`src/rtl/ysyx_22050710_mem_stage_pkg.sv`:
```
// Shared types and constants for the memory stage: bus widths, load
// operation encodings and the packed layouts of the stage's buses.
package ysyx_22050710_mem_stage_pkg;

    localparam int WORD_WD         = 64;
    localparam int PC_WD           = 64;
    localparam int INST_WD         = 32;
    localparam int GPR_WD          = 64;
    localparam int GPR_ADDR_WD     = 5;
    localparam int CSR_WD          = 64;
    localparam int CSR_ADDR_WD     = 12;
    localparam int ES_TO_MS_BUS_WD = 217;
    localparam int MS_TO_WS_BUS_WD = 147;
    localparam int BYPASS_BUS_WD   = 145;
    localparam int SRAM_DATA_WD    = 64;
    localparam int DEBUG_BUS_WD    = 225;

    // Load width/extension selector carried down from decode.
    typedef enum logic [2:0] {
        MEM_OP_LB   = 3'b000,
        MEM_OP_LH   = 3'b001,
        MEM_OP_LW   = 3'b010,
        MEM_OP_LD   = 3'b011,
        MEM_OP_LBU  = 3'b100,
        MEM_OP_LHU  = 3'b101,
        MEM_OP_LWU  = 3'b110,
        MEM_OP_RSVD = 3'b111
    } mem_op_e;

    // Execute -> memory bus, MSB first.
    typedef struct packed {
        logic [GPR_ADDR_WD-1:0] rd;
        logic [CSR_ADDR_WD-1:0] csr;
        logic                   gpr_wen;
        logic                   csr_wen;
        logic                   mem_ren;
        logic                   mem_wen;
        mem_op_e                mem_op;
        logic                   csr_inst_sel;
        logic [CSR_WD-1:0]      csrrdata;
        logic [WORD_WD-1:0]     alu_result;
        logic [CSR_WD-1:0]      csr_result;
    } es_to_ms_bus_t;

    // Memory -> write-back bus, MSB first.
    typedef struct packed {
        logic [GPR_ADDR_WD-1:0] rd;
        logic [CSR_ADDR_WD-1:0] csr;
        logic                   gpr_wen;
        logic                   csr_wen;
        logic [GPR_WD-1:0]      gpr_wdata;
        logic [CSR_WD-1:0]      csr_wdata;
    } ms_to_ws_bus_t;

    // Forwarding bus back to decode, MSB first.
    typedef struct packed {
        logic [GPR_ADDR_WD-1:0] rd;
        logic [GPR_WD-1:0]      gpr_wdata;
        logic [CSR_ADDR_WD-1:0] csr;
        logic [CSR_WD-1:0]      csr_wdata;
    } bypass_bus_t;

endpackage

```
`src/rtl/ysyx_22050710_mem_stage_if.sv`:
```
// Pipeline-side signals of the memory stage. The slave modport is the
// stage itself; the master modport is the surrounding pipeline.
interface ysyx_22050710_mem_stage_if;
    import ysyx_22050710_mem_stage_pkg::*;

    logic                       i_ws_allowin;
    logic                       o_ms_allowin;
    logic                       i_es_to_ms_valid;
    logic [ES_TO_MS_BUS_WD-1:0] i_es_to_ms_bus;
    logic                       o_ms_to_ws_valid;
    logic [MS_TO_WS_BUS_WD-1:0] o_ms_to_ws_bus;
    logic                       i_data_sram_data_ok;
    logic [SRAM_DATA_WD-1:0]    i_data_sram_rdata;
    logic                       o_ms_to_ds_load_sel;
    logic [BYPASS_BUS_WD-1:0]   o_ms_to_ds_bypass_bus;
    logic [DEBUG_BUS_WD-1:0]    i_debug_es_to_ms_bus;
    logic [DEBUG_BUS_WD-1:0]    o_debug_ms_to_ws_bus;

    modport slave (
        input  i_ws_allowin,
        output o_ms_allowin,
        input  i_es_to_ms_valid,
        input  i_es_to_ms_bus,
        output o_ms_to_ws_valid,
        output o_ms_to_ws_bus,
        input  i_data_sram_data_ok,
        input  i_data_sram_rdata,
        output o_ms_to_ds_load_sel,
        output o_ms_to_ds_bypass_bus,
        input  i_debug_es_to_ms_bus,
        output o_debug_ms_to_ws_bus
    );

    modport master (
        output i_ws_allowin,
        input  o_ms_allowin,
        output i_es_to_ms_valid,
        output i_es_to_ms_bus,
        input  o_ms_to_ws_valid,
        input  o_ms_to_ws_bus,
        output i_data_sram_data_ok,
        output i_data_sram_rdata,
        input  o_ms_to_ds_load_sel,
        input  o_ms_to_ds_bypass_bus,
        output i_debug_es_to_ms_bus,
        input  o_debug_ms_to_ws_bus
    );

endinterface

```
`src/rtl/ysyx_22050710_lsu_load.sv`:
```
// Load-side data alignment: moves the addressed bytes of an 8-byte aligned
// SRAM word down to bit 0 and sign/zero-extends them per the load type.
// Misaligned accesses do not trap; bytes past the end of the word read as 0.
module ysyx_22050710_lsu_load
    import ysyx_22050710_mem_stage_pkg::*;
(
    input  mem_op_e                 mem_op,
    input  logic [2:0]              addr_align,
    input  logic [SRAM_DATA_WD-1:0] rdata,
    output logic [WORD_WD-1:0]      rdata_ext
);

    logic [SRAM_DATA_WD-1:0] shifted;

    // Byte offset selects the lane; the logical shift zero-fills the top.
    assign shifted = rdata >> {addr_align, 3'b000};

    // Width selection and extension.
    always_comb begin
        // NOTE: a default is assigned first in every always_comb so no path leaves an output unassigned, which would infer a latch.
        rdata_ext = '0;
        case (mem_op)
            MEM_OP_LB:  rdata_ext = {{56{shifted[7]}},  shifted[7:0]};
            MEM_OP_LH:  rdata_ext = {{48{shifted[15]}}, shifted[15:0]};
            MEM_OP_LW:  rdata_ext = {{32{shifted[31]}}, shifted[31:0]};
            MEM_OP_LD:  rdata_ext = shifted;
            MEM_OP_LBU: rdata_ext = {56'b0, shifted[7:0]};
            MEM_OP_LHU: rdata_ext = {48'b0, shifted[15:0]};
            MEM_OP_LWU: rdata_ext = {32'b0, shifted[31:0]};
            default:    rdata_ext = '0;
        endcase
    end

endmodule

```
`src/rtl/ysyx_22050710_mem_stage.sv`:
```
// Memory stage of the 5-stage pipeline. Holds one instruction from execute,
// waits for the data-SRAM response of a load (buffering it if write-back is
// stalled), aligns the load data and forwards the result to write-back and
// to decode's bypass network.
module ysyx_22050710_mem_stage
    import ysyx_22050710_mem_stage_pkg::*;
(
    input  logic                     i_clk,
    input  logic                     i_rst,
    ysyx_22050710_mem_stage_if.slave ms_if
);

    // Pipeline state.
    logic                    ms_valid_q,  ms_valid_d;
    es_to_ms_bus_t           bus_q,       bus_d;
    logic [DEBUG_BUS_WD-1:0] debug_q,     debug_d;
    logic                    buf_valid_q, buf_valid_d;
    logic [SRAM_DATA_WD-1:0] buf_data_q,  buf_data_d;

    // Handshake and datapath nets.
    es_to_ms_bus_t           es_bus_in;
    logic                    ms_ready_go;
    logic                    ms_allowin;
    logic                    ms_to_ws_valid;
    logic                    ws_fire;
    logic                    load_wait;
    logic                    buf_capture;
    logic [SRAM_DATA_WD-1:0] load_src;
    logic [WORD_WD-1:0]      load_result;
    logic [GPR_WD-1:0]       gpr_wdata;
    logic                    bypass_en;
    ms_to_ws_bus_t           ws_bus;
    bypass_bus_t             bypass_bus;

    assign es_bus_in = es_to_ms_bus_t'(ms_if.i_es_to_ms_bus);

    // A load is done once its data has arrived now or was buffered earlier;
    // everything else (stores included) finishes in a single cycle here.
    assign ms_ready_go    = bus_q.mem_ren ? (ms_if.i_data_sram_data_ok || buf_valid_q) : 1'b1;
    assign ms_allowin     = !ms_valid_q || (ms_ready_go && ms_if.i_ws_allowin);
    assign ms_to_ws_valid = ms_valid_q && ms_ready_go;
    assign ws_fire        = ms_to_ws_valid && ms_if.i_ws_allowin;
    assign load_wait      = ms_valid_q && bus_q.mem_ren && !ms_ready_go;

    // Hold the response only when it cannot be handed to write-back this
    // cycle; a second response for the same load is not a pending one.
    assign buf_capture = ms_valid_q && bus_q.mem_ren && ms_if.i_data_sram_data_ok
                         && !ms_if.i_ws_allowin && !buf_valid_q;

    assign load_src = buf_valid_q ? buf_data_q : ms_if.i_data_sram_rdata;

    ysyx_22050710_lsu_load u_lsu_load (
        .mem_op     (bus_q.mem_op),
        .addr_align (bus_q.alu_result[2:0]),
        .rdata      (load_src),
        .rdata_ext  (load_result)
    );

    // Next-state for the pipeline register and the load data buffer.
    always_comb begin
        ms_valid_d  = ms_valid_q;
        bus_d       = bus_q;
        debug_d     = debug_q;
        buf_valid_d = buf_valid_q;
        buf_data_d  = buf_data_q;

        if (ms_allowin) begin
            ms_valid_d = ms_if.i_es_to_ms_valid;
        end
        if (ms_if.i_es_to_ms_valid && ms_allowin) begin
            bus_d   = es_bus_in;
            debug_d = ms_if.i_debug_es_to_ms_bus;
        end

        // Leaving and capturing are exclusive: one needs ws_allowin, the other its absence.
        if (ws_fire) begin
            buf_valid_d = 1'b0;
        end else if (buf_capture) begin
            buf_valid_d = 1'b1;
            buf_data_d  = ms_if.i_data_sram_rdata;
        end
    end

    // State registers with synchronous reset; a pending load and its buffer are dropped.
    always_ff @(posedge i_clk) begin
        // NOTE: sequential state uses non-blocking assignments so every flop samples pre-edge values.
        if (i_rst) begin
            ms_valid_q  <= 1'b0;
            bus_q       <= '0;
            debug_q     <= '0;
            buf_valid_q <= 1'b0;
            buf_data_q  <= '0;
        end else begin
            ms_valid_q  <= ms_valid_d;
            bus_q       <= bus_d;
            debug_q     <= debug_d;
            buf_valid_q <= buf_valid_d;
            buf_data_q  <= buf_data_d;
        end
    end

    // CSR reads win over loads, loads over the ALU result.
    assign gpr_wdata = bus_q.csr_inst_sel ? bus_q.csrrdata
                     : bus_q.mem_ren      ? load_result
                     :                      bus_q.alu_result;

    // Stores write nothing back, and an unfinished load must not forward stale data.
    assign bypass_en = ms_valid_q && !bus_q.mem_wen && !(bus_q.mem_ren && !ms_ready_go);

    // Output bus assembly.
    always_comb begin
        ws_bus           = '0;
        ws_bus.rd        = bus_q.rd;
        ws_bus.csr       = bus_q.csr;
        ws_bus.gpr_wen   = bus_q.gpr_wen;
        ws_bus.csr_wen   = bus_q.csr_wen;
        ws_bus.gpr_wdata = gpr_wdata;
        ws_bus.csr_wdata = bus_q.csr_result;

        bypass_bus = '0;
        if (bypass_en) begin
            bypass_bus.rd        = bus_q.rd & {GPR_ADDR_WD{bus_q.gpr_wen}};
            bypass_bus.gpr_wdata = gpr_wdata & {GPR_WD{bus_q.gpr_wen}};
            bypass_bus.csr       = bus_q.csr & {CSR_ADDR_WD{bus_q.csr_wen}};
            bypass_bus.csr_wdata = bus_q.csr_result & {CSR_WD{bus_q.csr_wen}};
        end
    end

    assign ms_if.o_ms_allowin          = ms_allowin;
    assign ms_if.o_ms_to_ws_valid      = ms_to_ws_valid;
    assign ms_if.o_ms_to_ws_bus        = ws_bus;
    assign ms_if.o_ms_to_ds_load_sel   = load_wait;
    assign ms_if.o_ms_to_ds_bypass_bus = bypass_bus;
    assign ms_if.o_debug_ms_to_ws_bus  = debug_q;

endmodule
```
`src/flat_wrapper.sv`:
```
// flat-port wrapper written by rule: the top's interface ports become plain ports
module ysyx_22050710_mem_stage_flat import ysyx_22050710_mem_stage_pkg::*;
  (i_clk, i_rst, ms_if_i_ws_allowin, ms_if_o_ms_allowin, ms_if_i_es_to_ms_valid, ms_if_i_es_to_ms_bus, ms_if_o_ms_to_ws_valid, ms_if_o_ms_to_ws_bus, ms_if_i_data_sram_data_ok, ms_if_i_data_sram_rdata, ms_if_o_ms_to_ds_load_sel, ms_if_o_ms_to_ds_bypass_bus, ms_if_i_debug_es_to_ms_bus, ms_if_o_debug_ms_to_ws_bus);
  ysyx_22050710_mem_stage_if ms_if_i ();
  input  logic i_clk;
  input  logic i_rst;
  input wire logic [$bits(ms_if_i.i_ws_allowin)-1:0] ms_if_i_ws_allowin;
  output wire logic [$bits(ms_if_i.o_ms_allowin)-1:0] ms_if_o_ms_allowin;
  input wire logic [$bits(ms_if_i.i_es_to_ms_valid)-1:0] ms_if_i_es_to_ms_valid;
  input wire logic [$bits(ms_if_i.i_es_to_ms_bus)-1:0] ms_if_i_es_to_ms_bus;
  output wire logic [$bits(ms_if_i.o_ms_to_ws_valid)-1:0] ms_if_o_ms_to_ws_valid;
  output wire logic [$bits(ms_if_i.o_ms_to_ws_bus)-1:0] ms_if_o_ms_to_ws_bus;
  input wire logic [$bits(ms_if_i.i_data_sram_data_ok)-1:0] ms_if_i_data_sram_data_ok;
  input wire logic [$bits(ms_if_i.i_data_sram_rdata)-1:0] ms_if_i_data_sram_rdata;
  output wire logic [$bits(ms_if_i.o_ms_to_ds_load_sel)-1:0] ms_if_o_ms_to_ds_load_sel;
  output wire logic [$bits(ms_if_i.o_ms_to_ds_bypass_bus)-1:0] ms_if_o_ms_to_ds_bypass_bus;
  input wire logic [$bits(ms_if_i.i_debug_es_to_ms_bus)-1:0] ms_if_i_debug_es_to_ms_bus;
  output wire logic [$bits(ms_if_i.o_debug_ms_to_ws_bus)-1:0] ms_if_o_debug_ms_to_ws_bus;
  assign ms_if_i.i_ws_allowin = ms_if_i_ws_allowin;
  assign ms_if_o_ms_allowin = ms_if_i.o_ms_allowin;
  assign ms_if_i.i_es_to_ms_valid = ms_if_i_es_to_ms_valid;
  assign ms_if_i.i_es_to_ms_bus = ms_if_i_es_to_ms_bus;
  assign ms_if_o_ms_to_ws_valid = ms_if_i.o_ms_to_ws_valid;
  assign ms_if_o_ms_to_ws_bus = ms_if_i.o_ms_to_ws_bus;
  assign ms_if_i.i_data_sram_data_ok = ms_if_i_data_sram_data_ok;
  assign ms_if_i.i_data_sram_rdata = ms_if_i_data_sram_rdata;
  assign ms_if_o_ms_to_ds_load_sel = ms_if_i.o_ms_to_ds_load_sel;
  assign ms_if_o_ms_to_ds_bypass_bus = ms_if_i.o_ms_to_ds_bypass_bus;
  assign ms_if_i.i_debug_es_to_ms_bus = ms_if_i_debug_es_to_ms_bus;
  assign ms_if_o_debug_ms_to_ws_bus = ms_if_i.o_debug_ms_to_ws_bus;
  ysyx_22050710_mem_stage u_core (.i_clk(i_clk), .i_rst(i_rst), .ms_if(ms_if_i));
endmodule
```
`config.mk`:
```
export PLATFORM = sky130hd
export DESIGN_NAME = ysyx_22050710_mem_stage_flat
export DESIGN_NICKNAME = d
export VERILOG_FILES = /design/src/rtl/ysyx_22050710_mem_stage_pkg.sv /design/src/rtl/ysyx_22050710_mem_stage_if.sv /design/src/rtl/ysyx_22050710_lsu_load.sv /design/src/rtl/ysyx_22050710_mem_stage.sv /design/src/flat_wrapper.sv
export SDC_FILE = /design/constraint.sdc
export NUM_CORES = 1
export LEC_CHECK = 0
export ABC_AREA = 1
export CORE_AREA = 2 2 404 406
export DETAILED_ROUTE_END_ITERATION = 8
export DIE_AREA = 0 0 406 408
export PLACE_DENSITY_LB_ADDON = 0.12
export SLEW_MARGIN = 40
export SYNTH_ARGS = -nofsm -noshare
export SYNTH_HDL_FRONTEND = slang
export SYNTH_SLANG_ARGS = --single-unit
export TNS_END_PERCENT = 30
```
`constraint.sdc`:
```
create_clock -name i_clk -period 1.65 [get_ports i_clk]
set_clock_uncertainty 0.05 [all_clocks]
set_input_delay 0.2475 -clock i_clk [delete_from_list [all_inputs] [get_ports i_clk]]
set_output_delay 0.2475 -clock i_clk [all_outputs]
set_load 0.01 [all_outputs]
```
### Word-level counts from Yosys, hierarchy flattened

Index checks and enable logic that the tools add are counted.

| storage, ports and cells | value |
|---|---|
| memories | 0 |
| RAM bits | 0 |
| logic and storage cells | 56 |
| output and inout port bits | 520 |
| ROM bits | 0 |
| input port bits | 511 |
| latch bits | 0 |
| bits in registers | 508 |

| cells by class | value |
|---|---|
| bitwise logic cells | 5 |
| add/sub/neg operators | 0 |
| eq/ne operators | 6 |
| muxes and demuxes | 6 |
| shift operators | 1 |
| divide/modulo/power cells | 0 |
| multipliers | 0 |
| $lt $le $gt $ge | 0 |
| reductions and logical operators | 23 |

Operator list:

| kind | count |
|---|---|
| $pmux 64 s7 | 1 |
| $mux 64 | 3 |
| $mux 145 | 1 |
| $and 64x64->64 | 2 |
| $shr 64x6->64 | 1 |
| $and 12x12->12 | 1 |
| $logic_and 1x1->1 | 12 |
| $eq 3x3->1 const B | 3 |
| $eq 3x2->1 const B | 2 |
| $logic_not 1->1 | 6 |
| $and 5x5->5 | 1 |
| $eq 3x1->1 const B | 1 |
| $logic_not 3->1 | 1 |
| $logic_or 1x1->1 | 2 |
| $reduce_and 2->1 | 1 |
| $reduce_or 2->1 | 1 |
| $mux 1 | 1 |
| $not 1->1 | 1 |

### Longest topological paths before layout

Gate-level depths: netlist of the first run.

| depth | value |
|---|---|
| word-level depth | 7 |
| mapped depth | 17 |
| gate-level depth less buffers | 14 |

### By module

A second synthesis of the first run with hierarchy kept.

| unflattened totals | value |
|---|---|
| cells, all modules | 5333 |
| area, all modules | 31011.0 um2 |

By module, submodules not included:

| module | sequential area each (um2) | cells an instance | area an instance (um2) | times used |
|---|---|---|---|---|
| ysyx_22050710_mem_stage | 10169.8 | 4826 | 28576.2 | 1 |
| ysyx_22050710_lsu_load | 0.0 | 507 | 2434.8 | 1 |

### Worst setup path after synthesis of the first run

Ideal clock, no wire load.

| timing | value |
|---|---|
| path kind | register to output |
| start | reg u_core.bus_q[65] (netlist bit) |
| end | out ms_if_o_ms_to_ds_bypass_bus[78] |
| stages on the path, launching flop included | 10 |
| arrival time | 1619 ps |
| path buffers | 3 |
| setup slack | -266 ps |
| required time | 1352 ps |
| cell sequence | dfxtp_1 > buf_2 > clkinv_1 > buf_2 > buf_1 > nand2_1 > nand2_1 > nand2_1 > nand3_1 > a211oi_1 |

| between the ends | value |
|---|---|
| longest elaborated chain between the ends | 6 |

RTL lines:

| element | RTL line | source |
|---|---|---|
| start, declared | ysyx_22050710_mem_stage.sv:15 | `es_to_ms_bus_t bus_q, bus_d;` |
| start signal, assigned | ysyx_22050710_mem_stage.sv:95 | `bus_q <= bus_d;` |
| $shr 64x6->64 | ysyx_22050710_lsu_load.sv:16 | `assign shifted = rdata >> {addr_align, 3'b000};` |
| $pmux 64 s7 | ysyx_22050710_lsu_load.sv:22 | `case (mem_op)` |
| $mux 64 | ysyx_22050710_mem_stage.sv:104 | `: bus_q.mem_ren ? load_result` |
| $mux 64 | ysyx_22050710_mem_stage.sv:103 | `assign gpr_wdata = bus_q.csr_inst_sel ? bus_q.csrrdata` |
| $and 64x64->64 | ysyx_22050710_mem_stage.sv:123 | `bypass_bus.gpr_wdata = gpr_wdata & {GPR_WD{bus_q.gpr_wen}};` |
| $mux 145 | ysyx_22050710_mem_stage.sv:121 | `if (bypass_en) begin` |
| end, declared | flat_wrapper.sv:16 | `output wire logic [$bits(ms_if_i.o_ms_to_ds_bypass_bus)-1:0] ms_if_o_ms_to_ds_bypass_bus;` |

No other way between the ends.

### Worst setup path after layout of the first run

| timing | value |
|---|---|
| start | reg u_core.buf_valid_q |
| end | out ms_if_o_ms_to_ds_bypass_bus[100] |

| between the ends | value |
|---|---|
| longest elaborated chain between the ends | 7 |
| elaborated cells between the ends (all ways) | 13 |
| those cells by class | shift (1); mux (6); bitwise (1); reduce/logical (5) |

RTL lines:

| element | RTL line | source |
|---|---|---|
| start, declared | ysyx_22050710_mem_stage.sv:17 | `logic buf_valid_q, buf_valid_d;` |
| start signal, assigned | ysyx_22050710_mem_stage.sv:97 | `buf_valid_q <= buf_valid_d;` |
| $mux 64 or $logic_or 1x1->1 (tied branches) | ysyx_22050710_mem_stage.sv:50, ysyx_22050710_mem_stage.sv:39 |  |
| $shr 64x6->64 or $mux 1 (tied branches) | ysyx_22050710_lsu_load.sv:16, ysyx_22050710_mem_stage.sv:39 |  |
| $pmux 64 s7 or $logic_not 1->1 (tied branches) | ysyx_22050710_lsu_load.sv:22, ysyx_22050710_mem_stage.sv:108 |  |
| $mux 64 or $logic_and 1x1->1 (tied branches) | ysyx_22050710_mem_stage.sv:104, ysyx_22050710_mem_stage.sv:108 |  |
| $mux 64 or $logic_not 1->1 (tied branches) | ysyx_22050710_mem_stage.sv:103, ysyx_22050710_mem_stage.sv:108 |  |
| $and 64x64->64 or $logic_and 1x1->1 (tied branches) | ysyx_22050710_mem_stage.sv:123, ysyx_22050710_mem_stage.sv:108 |  |
| $mux 145 * | ysyx_22050710_mem_stage.sv:121 |  |

Every way passes the cells marked *; elsewhere a longest branch is shown, timed or not.

==> flow_summary.yaml, run 1 <==
floorplan:
  initial_core_util: 0.150
  design.portCount: 1031
  die-area_um2: 166000
  rows: 148
  coreArea_um2: 162000
  die_h_um: 408
  die_x_um: 406
synthesis:
  synth_enable_flop_cells: 0
  ys_top_cells_by_area: "dfxtp_1 (42%), nand2_1 (11%), a21oi_1 (11%)"
  synth_top_area_frac: 0.419
  synthTopCellsByCount: "nand2_1 (740), a21oi_1 (525), dfxtp_1 (508), nand3_1 (495), nor2_1 (272)"
  syn_nets: 4035
  syn_area_per_cell_um2: 6.88
  synth_cells: 3524
  ys_ff_latch: 508
  ys_seq_area_frac: 0.419
  yosysTopAreaCell: "dfxtp_1"
  synth.most_common_cell: "nand2_1"
  ys.flop_type: "dfxtp_1"
  yosys_warnings: 0
  synth_cell_types: 35
  synth.cell_area_um2: 24300
  synthArstFlopShare: 0
grt:
  grt_first_pass_wirelength_mm: 214
  grt_pass1_vias: 28100
  grt_max_degree: 85
  grt-ovfl-total: 0
  grt_antenna_before_repair: 49
  grt_use_total: 0.178
critical_path:
  arrival_ns: 3.01
  critical_path.max_fanout: 7
  crit_type: "flip-flop to output pin"
  end_kind: "output pin"
  cp_data_required_time_ns: 1.35
  cp-start-kind: "flip-flop"
finish:
  layout.cells.non_filler: 6922
  drive_gt1_frac: 0.240
  design_area_um2: 44600
  synthToLayoutAreaGrowth_pct: 84.1
  final_nets: 5196
  fin_util: 0.276
timing:
  fin_crit_ns: 3.31
  relSlewSlack: 0.606
  rsz0062_at_grt: "true"
  hold_violations: 0
  worst_pin_slew_ns: 0.591
  final-setup-viol-count: 1028
  finalSetupTns_ns: -619.53
  setup_ws_ns: -1.66
  min_period_over_period: 2.00
  fmax_ghz: 0.302
  report.final.slew_viol_count: 0
drt:
  drtPass1Iterations: 5
  wirelength_mm: 157
  via_per_inst: 4.06
  wl_per_cell_um: 22.6
  vias: 28100
  first_iter_violations: 1341
  drc_errors: 0
  ant_nets: 0
status:
  violations: "negative setup slack"
  status: "finished with violations"
min_path:
  hp-class: "input pin to flip-flop"
clock_network:
  clk_latency_ns: 0.66
  cts_tree: "yes"
  cts.sinks: 508
  cts-root-buf: "clkbuf_16"
  clk_pin_slew_worst_paths_ns: 0.06
  htreeDepth: 3
  clock_path_buffers: 3
  cts_buffers: 76
place:
  gp_congestion: 0.806
  dp_hpwl_mm: 119
  io_buffers: 1030
  dpl_cell_area_um2: 39100
  dp_cells: 6708
power:
  p_leak_nw: 18.3
  p_total_w: 0.0409
  p_per_area_nw_per_um2: 916
  ir_drop_mv: 0.647
run:
  maxCapViolations: 0
-- stage by stage --
stage / setup WS (ns) / hold slack, ns
after floorplan: -0.243 / 0.332
after global placement: -1.94 / 0.387
after detailed placement: -1.91 / 0.393
after CTS: -2.05 / 0.0274
after global routing: -1.80 / 0.0559
final: -1.66 / 0.0938
-- cell type report --
class                      instances  area (um2)
fill                           17800      117000
antenna                            8        20.0
timing repair inverter             1        11.3
clock buffer                     111        2250
tap                             2175        2720
inverter                         219         858
sequential                       508       10200
multi-input combinational       2406       13300
timing repair buffer            1473       15000
clock inverter                    21         273
-- worst paths after layout --
kind / from / end / slack [ns] / cells after the start
setup / recovery: u_core.buf_valid_q$_SDFFE_PP0P_ / ms_if_o_ms_to_ds_bypass_bus[100] / -1.66 / 15
hold / removal: ms_if_i_debug_es_to_ms_bus[141] / u_core.ms_if.o_debug_ms_to_ws_bus[141]$_SDFFE_PP0P_ / 0.09 / 3
setup reg to reg: u_core.buf_valid_q$_SDFFE_PP0P_ / u_core.ms_if.o_debug_ms_to_ws_bus[186]$_SDFFE_PP0P_ / -0.66 / 12
hold reg to reg: u_core.bus_q[182]$_SDFFE_PP0P_ / u_core.bus_q[182]$_SDFFE_PP0P_ / 0.40 / 2
-- worst max-delay path, stage by stage (launching register included) --
cell and delay (ns):
dfxtp_4 0.36, buf_12 0.17, buf_8 0.13, buf_4 0.12, nand2_1 0.08, a21oi_2 0.22, buf_4 0.18, nand2_1 0.05
a21oi_1 0.15, nand2_2 0.12, nand3_1 0.10, nand2_1 0.09, nand2_1 0.12, o21ai_2 0.09, nor2_1 0.10, clkdlybuf4s15_2 0.23
-- routing by layer --
layer,up-vias,track usage,share of wire
li1,13900,-,-
met1,13200,0.201,0.39
met2,810,0.328,0.52
met3,199,0.0535,0.067
met4,52,0.0358,0.022
met5,-,0,0.0022
-- power breakdown --
part | total [W] | internal, W | switching, W
combinational | 0.0107 | 0.00510 | 0.00564
sequential | 0.0134 | 0.0130 | 0.000401
clock | 0.0167 | 0.00996 | 0.00674
total | 0.0409 | 0.0281 | 0.0128
-- kinds of logic after synthesis --
logic type,after synthesis,share of synthesized area
AND/OR/NAND/NOR,1596,0.285
AO/OA/AOI/OAI,810,0.170
buffers and inverters,610,0.125
flip-flops,508,0.419
-- repair_timing --
| action | in CTS | in global routing |
|---|---|---|
| setup buffers | 13 | 50 |
| hold endpoints to repair | 53 | 0 |
| cloned | 3 | 15 |
| resized for setup | 339 | 658 |
| hold buffers | 2 | 0 |
| setup endpoints to repair | 1028 | 1028 |
| pin swaps | 26 | 147 |
-- registers in the layout (all words and copies together) (netlist names) --
| name | flops |
|---|---|
| u_core.ms_if.o_debug_ms_to_ws_bus | 225 |
| u_core.buf_data_q | 64 |
| u_core.ms_valid_q | 1 |
| u_core.ms_if.o_ms_to_ws_bus | 83 |
| u_core.bus_q | 134 |
| u_core.buf_valid_q | 1 |
-- layout by cell type (no fill, tap or decap), types with 6 or more instances in the layout --
master           Yosys  layout
dlymetal6s2s_1       0      22
a21oi_2              4       9
clkbuf_1           148      14
buf_12               0      91
buf_2               69      48
nor2_1             272     224
nor2_4               1      10
and2_4               1       6
clkbuf_2             0      32
clkinv_2             0       8
buf_8                0      11
nor2_2               0      39
nand3_4              2      36
or2_4                0      12
inv_1              213     200
diode_2              0       8
clkbuf_8             0      20
dfxtp_1            508     503
nand3_2              9      63
o211ai_1            13      13
inv_2                4      15
a21oi_1            525     518
o21ai_2              1      13
o21ai_4              0      33
buf_4              116     294
nand2_4              0      70
or2_2               25      13
o21ai_0            216     212
nand4_1             37      37
buf_6               29      59
clkbuf_16            0      90
clkdlybuf4s50_1      0     894
nand2_1            740     546
nand3_1            495     407
nand2_2              2     122
No activity file was read; power rests on OpenSTA's default activity.
==> run 2: changes to the inputs <==
Settings changed: CTS_BUF_LIST set to sky130_fd_sc_hd__clkbuf_4, SLEW_MARGIN 40 to 0.
==> run 2 against run 1 <==
Against the previous run:
- the flow still finishes with violations (negative setup slack)
- register-to-register slack got worse by 0.12 ns
- final area rose by 14%
- count of clock-buffer cells in the layout rose by 140
- global-route usage rose by 0.59 points
- flip-flop and latch count did not move
- core utilization rose by 3.9 points
- maximum frequency fell by 14%
- critical path depth rose by 2
- routed wire length rose by 3.5%
==> flow_summary.yaml, run 2 (synthesis gave the netlist of run 1 again) <==
status:
  status: "finished with violations"
  violations: "negative setup slack"
floorplan:
  rows: 148
  coreArea_um2: 162000
  die-area_um2: 166000
  die_h_um: 408
  design.portCount: 1031
  initial_core_util: 0.150
  die_x_um: 406
grt:
  grt_pass1_vias: 31900
  grt_antenna_before_repair: 49
  grt_use_total: 0.184
  grt_first_pass_wirelength_mm: 224
  grt_max_degree: 85
  grt-ovfl-total: 0
critical_path:
  end_kind: "output pin"
  crit_type: "flip-flop to output pin"
  cp-start-kind: "flip-flop"
  rr_startpoint: "u_core.buf_valid_q$_SDFFE_PP0P_"
  arrival_ns: 3.54
  cp_data_required_time_ns: 1.35
  startpoint: "u_core.buf_valid_q$_SDFFE_PP0P_"
  critical_path.max_fanout: 5
drt:
  ant_nets: 0
  vias: 31300
  wirelength_mm: 162
  via_per_inst: 4.05
  drc_errors: 0
  drtPass1Iterations: 5
  wl_per_cell_um: 21.0
  first_iter_violations: 1507
finish:
  drive_gt1_frac: 0.299
  nFillCells: 17600
  final_nets: 5935
  layout_commonest_cell: "clkdlybuf4s50_1"
  largest_reg_flops: 225
  most-common-layout-cells: "clkdlybuf4s50_1 (726), dlygate4sd3_1 (586), nand2_1 (543)"
  synthToLayoutAreaGrowth_pct: 110
place:
  gp_congestion: 0.806
  dp_hpwl_mm: 119
  io_buffers: 1030
  pre_cts_ws_ns: -1.91
clock_network:
  cts_buffers: 170
  htreeDepth: 4
  cts-root-buf: "clkbuf_4"
  cts.sinks: 508
  clk_pin_slew_worst_paths_ns: 0.06
  cts_tree: "yes"
  clock_path_buffers: 3
  clk_latency_ns: 1.18
min_path:
  min-delay-start: "i_rst"
  hp-class: "input pin to flip-flop"
timing:
  worst_pin_slew_ns: 0.617
  finalSetupTns_ns: -891.98
  report.final.slew_viol_count: 0
  hold-worst-slack_ns: 0.158
  hold_violations: 0
  fmax_ghz: 0.261
  min_period_over_period: 2.32
  relSlewSlack: 0.589
  rsz0062_at_grt: "true"
  final-setup-viol-count: 1028
  fin_crit_ns: 3.84
  setup_ws_ns: -2.19
power:
  internal_power_w: 0.0264
  pwr-share-clk: 0.350
  power_frac_seq: 0.340
  p_leak_nw: 21.7
  combPwrFrac: 0.310
  power_switching_share: 0.332
  p_switching_w: 0.0132
  ir_drop_mv: 0.621
  p_per_area_nw_per_um2: 777
run:
  maxCapViolations: 0
-- run 2: changes by cell type in the layout (fill, tap and decap cells not counted), moves of 17 or more --
cell,delta
clkbuf_16,-73
diode_2,+17
dlygate4sd3_1,+584
nor2_1,-33
dfxtp_2,+88
buf_4,+24
dfxtp_1,-90
nor2_2,+23
clkinv_1,+24
buf_2,+45
buf_6,+139
clkbuf_8,-20
clkdlybuf4s50_1,-168
clkbuf_4,+251
-- run 2: what timing repair did --
action                                  4_1_cts  5_1_grt
gates cloned                                  3       20
setup buffers                                30       98
pin swaps                                    47      188
hold endpoints to repair                    508        0
gates resized for setup                     492     1414
endpoints found under the setup margin     1028     1028
hold buffers                                586        0
-- run 2: layout make-up --
cell class | count | area [um2] | area share
repair buffers | 2118 | 21300 | 0.419
multi-input cells | 2406 | 13600 | 0.266
flip-flops and latches | 508 | 10300 | 0.202
well taps | 2175 | 2720 | 0.0534
clock buffers | 251 | 1880 | 0.0370
inverters | 219 | 850 | 0.0167
clock inverters | 39 | 239 | 0.00469
diodes | 25 | 62.6 | 0.00123
repair inverters | 1 | 16.3 | 0.000319
-- run 2: stage by stage --
step	area (um2)	instances	util	power (W)
detailed placement	39100	6708	0.242	0.0232
floorplan	24400	3524	-	0.0176
global route	50900	7736	0.315	0.0420
finish	51000	7742	0.315	0.0396
global placement	39100	6708	0.242	0.0233
CTS	48200	7614	0.298	0.0393
-- run 2: routing by layer --
metal,vias up,wire length (um),global-route usage
met5,-,276,0
met4,42,3470,0.0432
met3,253,9830,0.0508
met2,912,83500,0.338
met1,14600,65200,0.208
li1,15500,-,-
-- run 2: final timing paths --
path                                                         endpoint  slack (ns)  cells past startpoint
setup / recovery                     ms_if_o_ms_to_ds_bypass_bus[129]       -2.19                     17
hold / removal                         u_core.bus_q[138]$_SDFFE_PP0P_        0.16                      6
setup reg to reg  u_core.ms_if.o_debug_ms_to_ws_bus[181]$_SDFFE_PP0P_       -0.78                     15
hold reg to reg                        u_core.bus_q[178]$_SDFFE_PP0P_        0.40                      2
-- run 2: power groups by stage --
| stage | logic, W | clock network (W) | registers (W) |
|---|---|---|---|
| after floorplan | 0.00382 | 0 | 0.0137 |
| after global placement | 0.00960 | 0 | 0.0137 |
| after detailed placement | 0.00957 | 0 | 0.0137 |
| after CTS | 0.0113 | 0.0147 | 0.0134 |
| after global routing | 0.0132 | 0.0153 | 0.0136 |
| final | 0.0123 | 0.0139 | 0.0135 |
-- run 2: critical path, stage by stage (launching register included) --
cell and delay (ns):
dfxtp_4 0.37, buf_6 0.12, buf_6 0.12, buf_4 0.12, buf_6 0.10, or2_4 0.23, o21ai_4 0.11, nand2_2 0.13
buf_6 0.14, buf_6 0.10, nand4_1 0.18, buf_4 0.16, nand4_1 0.06, nand2_1 0.09, nand2_2 0.07, nand2_2 0.09
nor2_2 0.04, buf_2 0.14
